File: src/rtl/mips_fetch_unit.sv
// mips_fetch_unit
// Instruction fetch front end. Owns the fetch PC, issues word requests to a
// variable-latency instruction memory, and buffers returned words with their
// PCs in an in-order queue that decode drains through a valid/ready handshake.
// A redirect from branch/jump resolution restarts fetch at a new address and
// flushes everything younger, including requests already in flight.
//
// Ports:
//   clk              clock, all state changes on posedge
//   reset            synchronous, active-high
//   redirect_valid   flush and restart fetch at redirect_pc
//   redirect_pc      new fetch address, bits [1:0] ignored
//   imem_req_valid   request to instruction memory (never depends on ready)
//   imem_req_ready   memory accepts the request this cycle
//   imem_req_addr    word-aligned request address (current fetch PC)
//   imem_resp_valid  response word valid, cannot be back-pressured
//   imem_resp_data   instruction word
//   dec_valid        queue head valid
//   dec_ready        decode consumes the head
//   dec_inst         head instruction
//   dec_pc           PC of head instruction
module mips_fetch_unit #(
  parameter logic [31:0] RESET_PC = 32'h0010_0000,
  parameter int          QDEPTH   = 4
) (
  input  logic        clk,
  input  logic        reset,
  input  logic        redirect_valid,
  input  logic [31:0] redirect_pc,
  output logic        imem_req_valid,
  input  logic        imem_req_ready,
  output logic [31:0] imem_req_addr,
  input  logic        imem_resp_valid,
  input  logic [31:0] imem_resp_data,
  output logic        dec_valid,
  input  logic        dec_ready,
  output logic [31:0] dec_inst,
  output logic [31:0] dec_pc
);

  // Pointer width and counter width (counters must hold the value QDEPTH).
  localparam int PW = (QDEPTH > 1) ? $clog2(QDEPTH) : 1;
  localparam int CW = PW + 1;
  localparam logic [CW:0]   CREDIT_LIMIT = (CW + 1)'(QDEPTH);
  localparam logic [CW-1:0] CNT_ZERO     = {CW{1'b0}};
  localparam logic [CW-1:0] CNT_ONE      = CW'(1);
  localparam logic [PW-1:0] PTR_ZERO     = {PW{1'b0}};
  localparam logic [PW-1:0] PTR_ONE      = PW'(1);
  localparam logic [31:0]   PC_STEP      = 32'd4;

  logic [31:0]   fetch_pc_r;
  logic [31:0]   resp_pc_r;
  logic [CW-1:0] outstanding_r;
  logic [CW-1:0] discard_r;
  logic [CW-1:0] count_r;
  logic [PW-1:0] rd_ptr_r;
  logic [PW-1:0] wr_ptr_r;
  logic [31:0]   inst_mem_r [QDEPTH];
  logic [31:0]   pc_mem_r   [QDEPTH];

  logic [CW:0]   credit_sum_s;
  logic          req_valid_s;
  logic          req_fire_s;
  logic          resp_live_s;
  logic          drop_s;
  logic          push_s;
  logic          dec_valid_s;
  logic          pop_s;
  logic [31:0]   redirect_addr_s;
  logic [CW-1:0] outstanding_next_s;
  logic [CW-1:0] count_next_s;

  // Queued entries plus in-flight requests bound the queue occupancy, so a
  // request is only issued while that sum leaves room for its response.
  assign credit_sum_s    = {1'b0, count_r} + {1'b0, outstanding_r};
  assign req_valid_s     = !reset && !redirect_valid && (credit_sum_s < CREDIT_LIMIT);
  assign req_fire_s      = req_valid_s && imem_req_ready;

  // A response with nothing outstanding is a protocol error and is ignored.
  assign resp_live_s     = imem_resp_valid && (outstanding_r != CNT_ZERO);
  assign drop_s          = resp_live_s && (discard_r != CNT_ZERO);
  assign push_s          = resp_live_s && (discard_r == CNT_ZERO) && !redirect_valid;

  assign dec_valid_s     = !reset && (count_r != CNT_ZERO);
  assign pop_s           = dec_valid_s && dec_ready;
  assign redirect_addr_s = {redirect_pc[31:2], 2'b00};

  assign imem_req_valid  = req_valid_s;
  assign imem_req_addr   = fetch_pc_r;
  assign dec_valid       = dec_valid_s;
  assign dec_inst        = inst_mem_r[rd_ptr_r];
  assign dec_pc          = pc_mem_r[rd_ptr_r];

  // Next in-flight request count from this cycle's issue and return.
  always_comb begin
    outstanding_next_s = outstanding_r;
    case ({req_fire_s, resp_live_s})
      2'b10:   outstanding_next_s = outstanding_r + CNT_ONE;
      2'b01:   outstanding_next_s = outstanding_r - CNT_ONE;
      default: outstanding_next_s = outstanding_r;
    endcase
  end

  // Next queue occupancy; a simultaneous push and pop leaves it unchanged.
  always_comb begin
    count_next_s = count_r;
    case ({push_s, pop_s})
      2'b10:   count_next_s = count_r + CNT_ONE;
      2'b01:   count_next_s = count_r - CNT_ONE;
      default: count_next_s = count_r;
    endcase
  end

  // Fetch/response PCs, credit counters and queue pointers.
  always_ff @(posedge clk) begin
    if (reset) begin
      fetch_pc_r    <= RESET_PC;
      resp_pc_r     <= RESET_PC;
      outstanding_r <= CNT_ZERO;
      discard_r     <= CNT_ZERO;
      count_r       <= CNT_ZERO;
      rd_ptr_r      <= PTR_ZERO;
      wr_ptr_r      <= PTR_ZERO;
    end else if (redirect_valid) begin
      // Every request still in flight after this cycle belongs to the old
      // path, so the drop budget is simply the remaining outstanding count.
      // No request fires here, so outstanding_next_s already excludes a
      // response returning in this same cycle.
      fetch_pc_r    <= redirect_addr_s;
      resp_pc_r     <= redirect_addr_s;
      outstanding_r <= outstanding_next_s;
      discard_r     <= outstanding_next_s;
      count_r       <= CNT_ZERO;
      rd_ptr_r      <= PTR_ZERO;
      wr_ptr_r      <= PTR_ZERO;
    end else begin
      outstanding_r <= outstanding_next_s;
      count_r       <= count_next_s;
      if (req_fire_s) begin
        fetch_pc_r <= fetch_pc_r + PC_STEP;
      end
      if (drop_s) begin
        discard_r <= discard_r - CNT_ONE;
      end
      if (push_s) begin
        resp_pc_r <= resp_pc_r + PC_STEP;
        wr_ptr_r  <= wr_ptr_r + PTR_ONE;
      end
      if (pop_s) begin
        rd_ptr_r <= rd_ptr_r + PTR_ONE;
      end
    end
  end

  // Queue storage; contents need no reset because count gates visibility.
  always_ff @(posedge clk) begin
    if (push_s && !reset) begin
      inst_mem_r[wr_ptr_r] <= imem_resp_data;
      pc_mem_r[wr_ptr_r]   <= resp_pc_r;
    end
  end

endmodule
File: config.mk
export PLATFORM = sky130hd
export DESIGN_NAME = mips_fetch_unit
export DESIGN_NICKNAME = d
export VERILOG_FILES = /design/src/rtl/mips_fetch_unit.sv
export SDC_FILE = /design/constraint.sdc
export NUM_CORES = 1
export LEC_CHECK = 0
export CAP_MARGIN = 20
export CORE_MARGIN = 3
export CORE_UTILIZATION = 55
export DETAILED_ROUTE_END_ITERATION = 6
export DONT_BUFFER_PORTS = 1
export PLACE_DENSITY = 0.72
export SLEW_MARGIN = 5
export SYNTH_ARGS = -nofsm -noshare
export SYNTH_HDL_FRONTEND = slang
export SYNTH_SLANG_ARGS = --single-unit
File: constraint.sdc
create_clock -name clk -period 3 [get_ports clk]
set_input_delay 0.45 -clock clk [delete_from_list [all_inputs] [get_ports clk]]
set_output_delay 0.45 -clock clk [all_outputs]
set_load 0.02 [all_outputs]
==> results.md <==
* Pre-CTS setup slack at 406 ps
* Fraction of layout cells with a size suffix above 1 at 16.6%
* Pin count of the biggest net entering global routing at 66
* Slowest stage cell on the critical path: dfxtp_1
* IO buf count at 0
* CTS sink cnt at around 320
* Synth warnings at 0
* Status: completed
* Fmax at 380 MHz
* Count of pins over their slew limit at 0
* Max incr delay on CP at 410 ps
* Area Growth Syn to Fin at 12.9%
* Yosys top cell area share at between 50 and 60%
* Worst Tran Pin Value at ~760 ps
* Number of global-route vias before repair at 7481
* Die X-Extent at 161 um
* Initial antenna violation count at 0
* Pleak at 4.59 nW
* Max transition margin at between 40% and 50%
* DR vias at 7537
* Req. time, crit path at 3450 ps
* Yosys reg bits at 323
* Area contributors post-synth: edfxtp_1, dfxtp_1, mux4_2
* CTS clk-pin slew, worst paths at 60 ps
* Post-synth EDFFs at 248
* Mean Syn Cell Area at 15.4 um^2
* Number of diodes at 0
* Tmin final at 2640 ps
* ANT nets after route at 0
* P_sw at 2.22 mW
* Pre-antenna DRT Iters at 5
* DP Wirelength at 17400 um
* RSZ-0062 raised after global routing: no
* Synth unique cells at 53
* Clock Skews at 18.1 ps
* Combinational share of power at about 6.7%
* Max VDD drop at 0.358 mV
* Iter 0 DRT Violations at 647
* Post-route worst setup slack at roughly 360 ps
* Commonest non-fill, non-tap cells in the layout: edfxtp_1, dfxtp_1, mux4_2
* Starting Density at 57.0%
* Worst Path Max Fanout at 4
* Routed WL at between 20000 and 30000 um
* GP Congestion at 0.874
* Top_reg_cell synth: edfxtp_1
* Net Sw Frac at a little under a quarter
* Endpoints failing setup at 0
* Most common cell after layout, fill and taps aside: edfxtp_1
* Internal cell power at 7.59 mW
* Power density over the cells at between 600 and 700 nW/um^2
* Clk network pwr share at about two fifths
* Reg2reg end: discard_r[1]
* Site row count at 55
* Post-Syn Area at around 13000 um^2
* CP Cell Sequence: ha_1, a311oi_1, and2_1, clkinv_1, ha_1, inv_1, fa_1, mux2_2, mux2_2, nor2_1
* Reg2Reg Setup Slack at 360 ps
* Post-DP Area at 13600 um^2
* Crit Reg-Reg Startpoint: outstanding_r[1]
* Hold Crit Class: input pin to register
* Mapped Cells at around 850
* Clock buffer count from CTS at 34
* Setup crit end: discard_r[1]
* Post-synthesis async set-or-reset flop share at 0%
* Total grt overflow at 0
* Sequential fraction of the synthesis area at 68.1%
* Worst hold slack at ~22 ps
* Max Cap Violations at 0
* Final instance area at 14800 um^2
* Crit. End Element: register
* Number of H-tree levels at 2
* Residual DRC count at 0
* Max clock buf depth at 3
* Ports at 168
* Tcrit/Tclk final at 87.8%
* First-pass GRT wire length at 43900 um
* Die Height at roughly 160 um
* TNS Setup at 0 ps
* Routed len/inst at 23.1 um
* CTS tree: done
* Critical Path AT at 3080 ps
* Final core utilization at 64.4%
* Count of final hold-check violations at 0
* Die ar. at roughly 26000 um^2
* Vias per cell at 6.18
* GRT Overall Usage at 21.7%
* CTS root buffer: clkbuf_16
* Post-CTS Setup Repair Bufs at 0
* Crit path launch: outstanding_r[1]
* Worst r2r path cells at 10
* Area leader, netlist: edfxtp_1
* Clock latency on the worst-skew pair at slightly above 500 ps
* Startpoint class of the critical path: register
* Core area at 23100 um^2
* NumNets Final at 967
* WS Path Type: register to register
* Sequential share of power at a little over half
[synthesized netlist by cell type, drive strengths merged, types with 18 or more instances]
cell    instances
a21oi          22
dfxtp          75
xor2           18
inv            21
o21ai          22
clkbuf         30
nand4          21
nand3          25
nor2           58
mux4           62
edfxtp        248
a31oi          21
buf            18
xnor2          21
nand2          48
a211oi         18
[cells by family after synthesis]
family / count (synthesis) / synth area share (%)
multiplexers: 69 / 11.2
buffers and inverters: 71 / 2.23
adder cells (fa/ha/maj): 14 / 1.45
other: 1 / 0.0285
AO/OA/AOI/OAI: 113 / 5.60
flip-flops: 323 / 68.1
AND/OR/NAND/NOR: 224 / 8.81
XOR/XNOR: 39 / 2.60
[per-stage QoR]
stage | cells | power, mW
2_1_floorplan | 857 | 5.67
3_3_place_gp | 1144 | 5.82
3_5_place_dp | 1144 | 5.86
4_1_cts | 1211 | 9.90
5_1_grt | 1219 | 10.2
6_report | 1219 | 9.81
[state kept, by name (all words and copies together) (netlist names), named ones only]
name           cells
outstanding_r      3
inst_mem_r       128
imem_req_addr     30
rd_ptr_r           2
count_r            3
discard_r          3
resp_pc_r         30
wr_ptr_r           2
pc_mem_r         120
[power groups by stage]
stage	sequential (mW)	combinational (mW)	clock, mW
2_1_floorplan	5.18	0.489	0
3_3_place_gp	5.21	0.613	0
3_5_place_dp	5.22	0.636	0
4_1_cts	5.13	0.656	4.12
5_1_grt	5.15	0.725	4.28
6_report	5.13	0.660	4.02
[worst min path at each step]
| stage | startpoint | to | slack [ps] | cells past startpoint |
|---|---|---|---|---|
| final | reset | imem_req_addr[19] | 20 | 1 |
| after global placement | count_r[2] | count_r[2] | 490 | 2 |
| after floorplan | resp_pc_r[31] | pc_mem_r[0][31] | 470 | 0 |
| after detailed placement | reset | imem_req_addr[27] | 530 | 1 |
| after CTS | reset | imem_req_addr[7] | 2 | 1 |
| after global routing | imem_resp_data[9] | inst_mem_r[1][9] | 0.9 | 0 |
[routing by layer]
metal / track usage, % / up-vias / share of wire, %
li1: - / 3400 / -
met1: 30.3 / 3747 / 41
met2: 33.4 / 341 / 47
met3: 6.84 / 49 / 9.9
met4: 5.96 / 0 / 2.1
met5: 0 / - / 0
[worst max-delay path: cells and delay by family, from the launching register on]
family          cells  cell delay, ps
fa+ha+maj           3             870
compound gates      1             300
mux                 2             540
flops               1             410
simple gates        2             280
buf+inv             2             160
[final cells by class]
| class | count | area (um^2) |
|---|---|---|
| clock buffers | 44 | 888 |
| clock inverters | 15 | 179 |
| fillers | 1631 | 8220 |
| inverters | 23 | 86.3 |
| multi-input cells | 463 | 3920 |
| flip-flops and latches | 323 | 8950 |
| well taps | 313 | 392 |
| repair buffers | 38 | 418 |
[what timing repair did]
| action | 4_1_cts | 5_1_grt |
|---|---|---|
| endpoints found under the hold margin | 36 | 22 |
| hold buffers | 8 | 7 |
| resized for setup | 0 | 0 |
(Power assumes the default switching activity.)
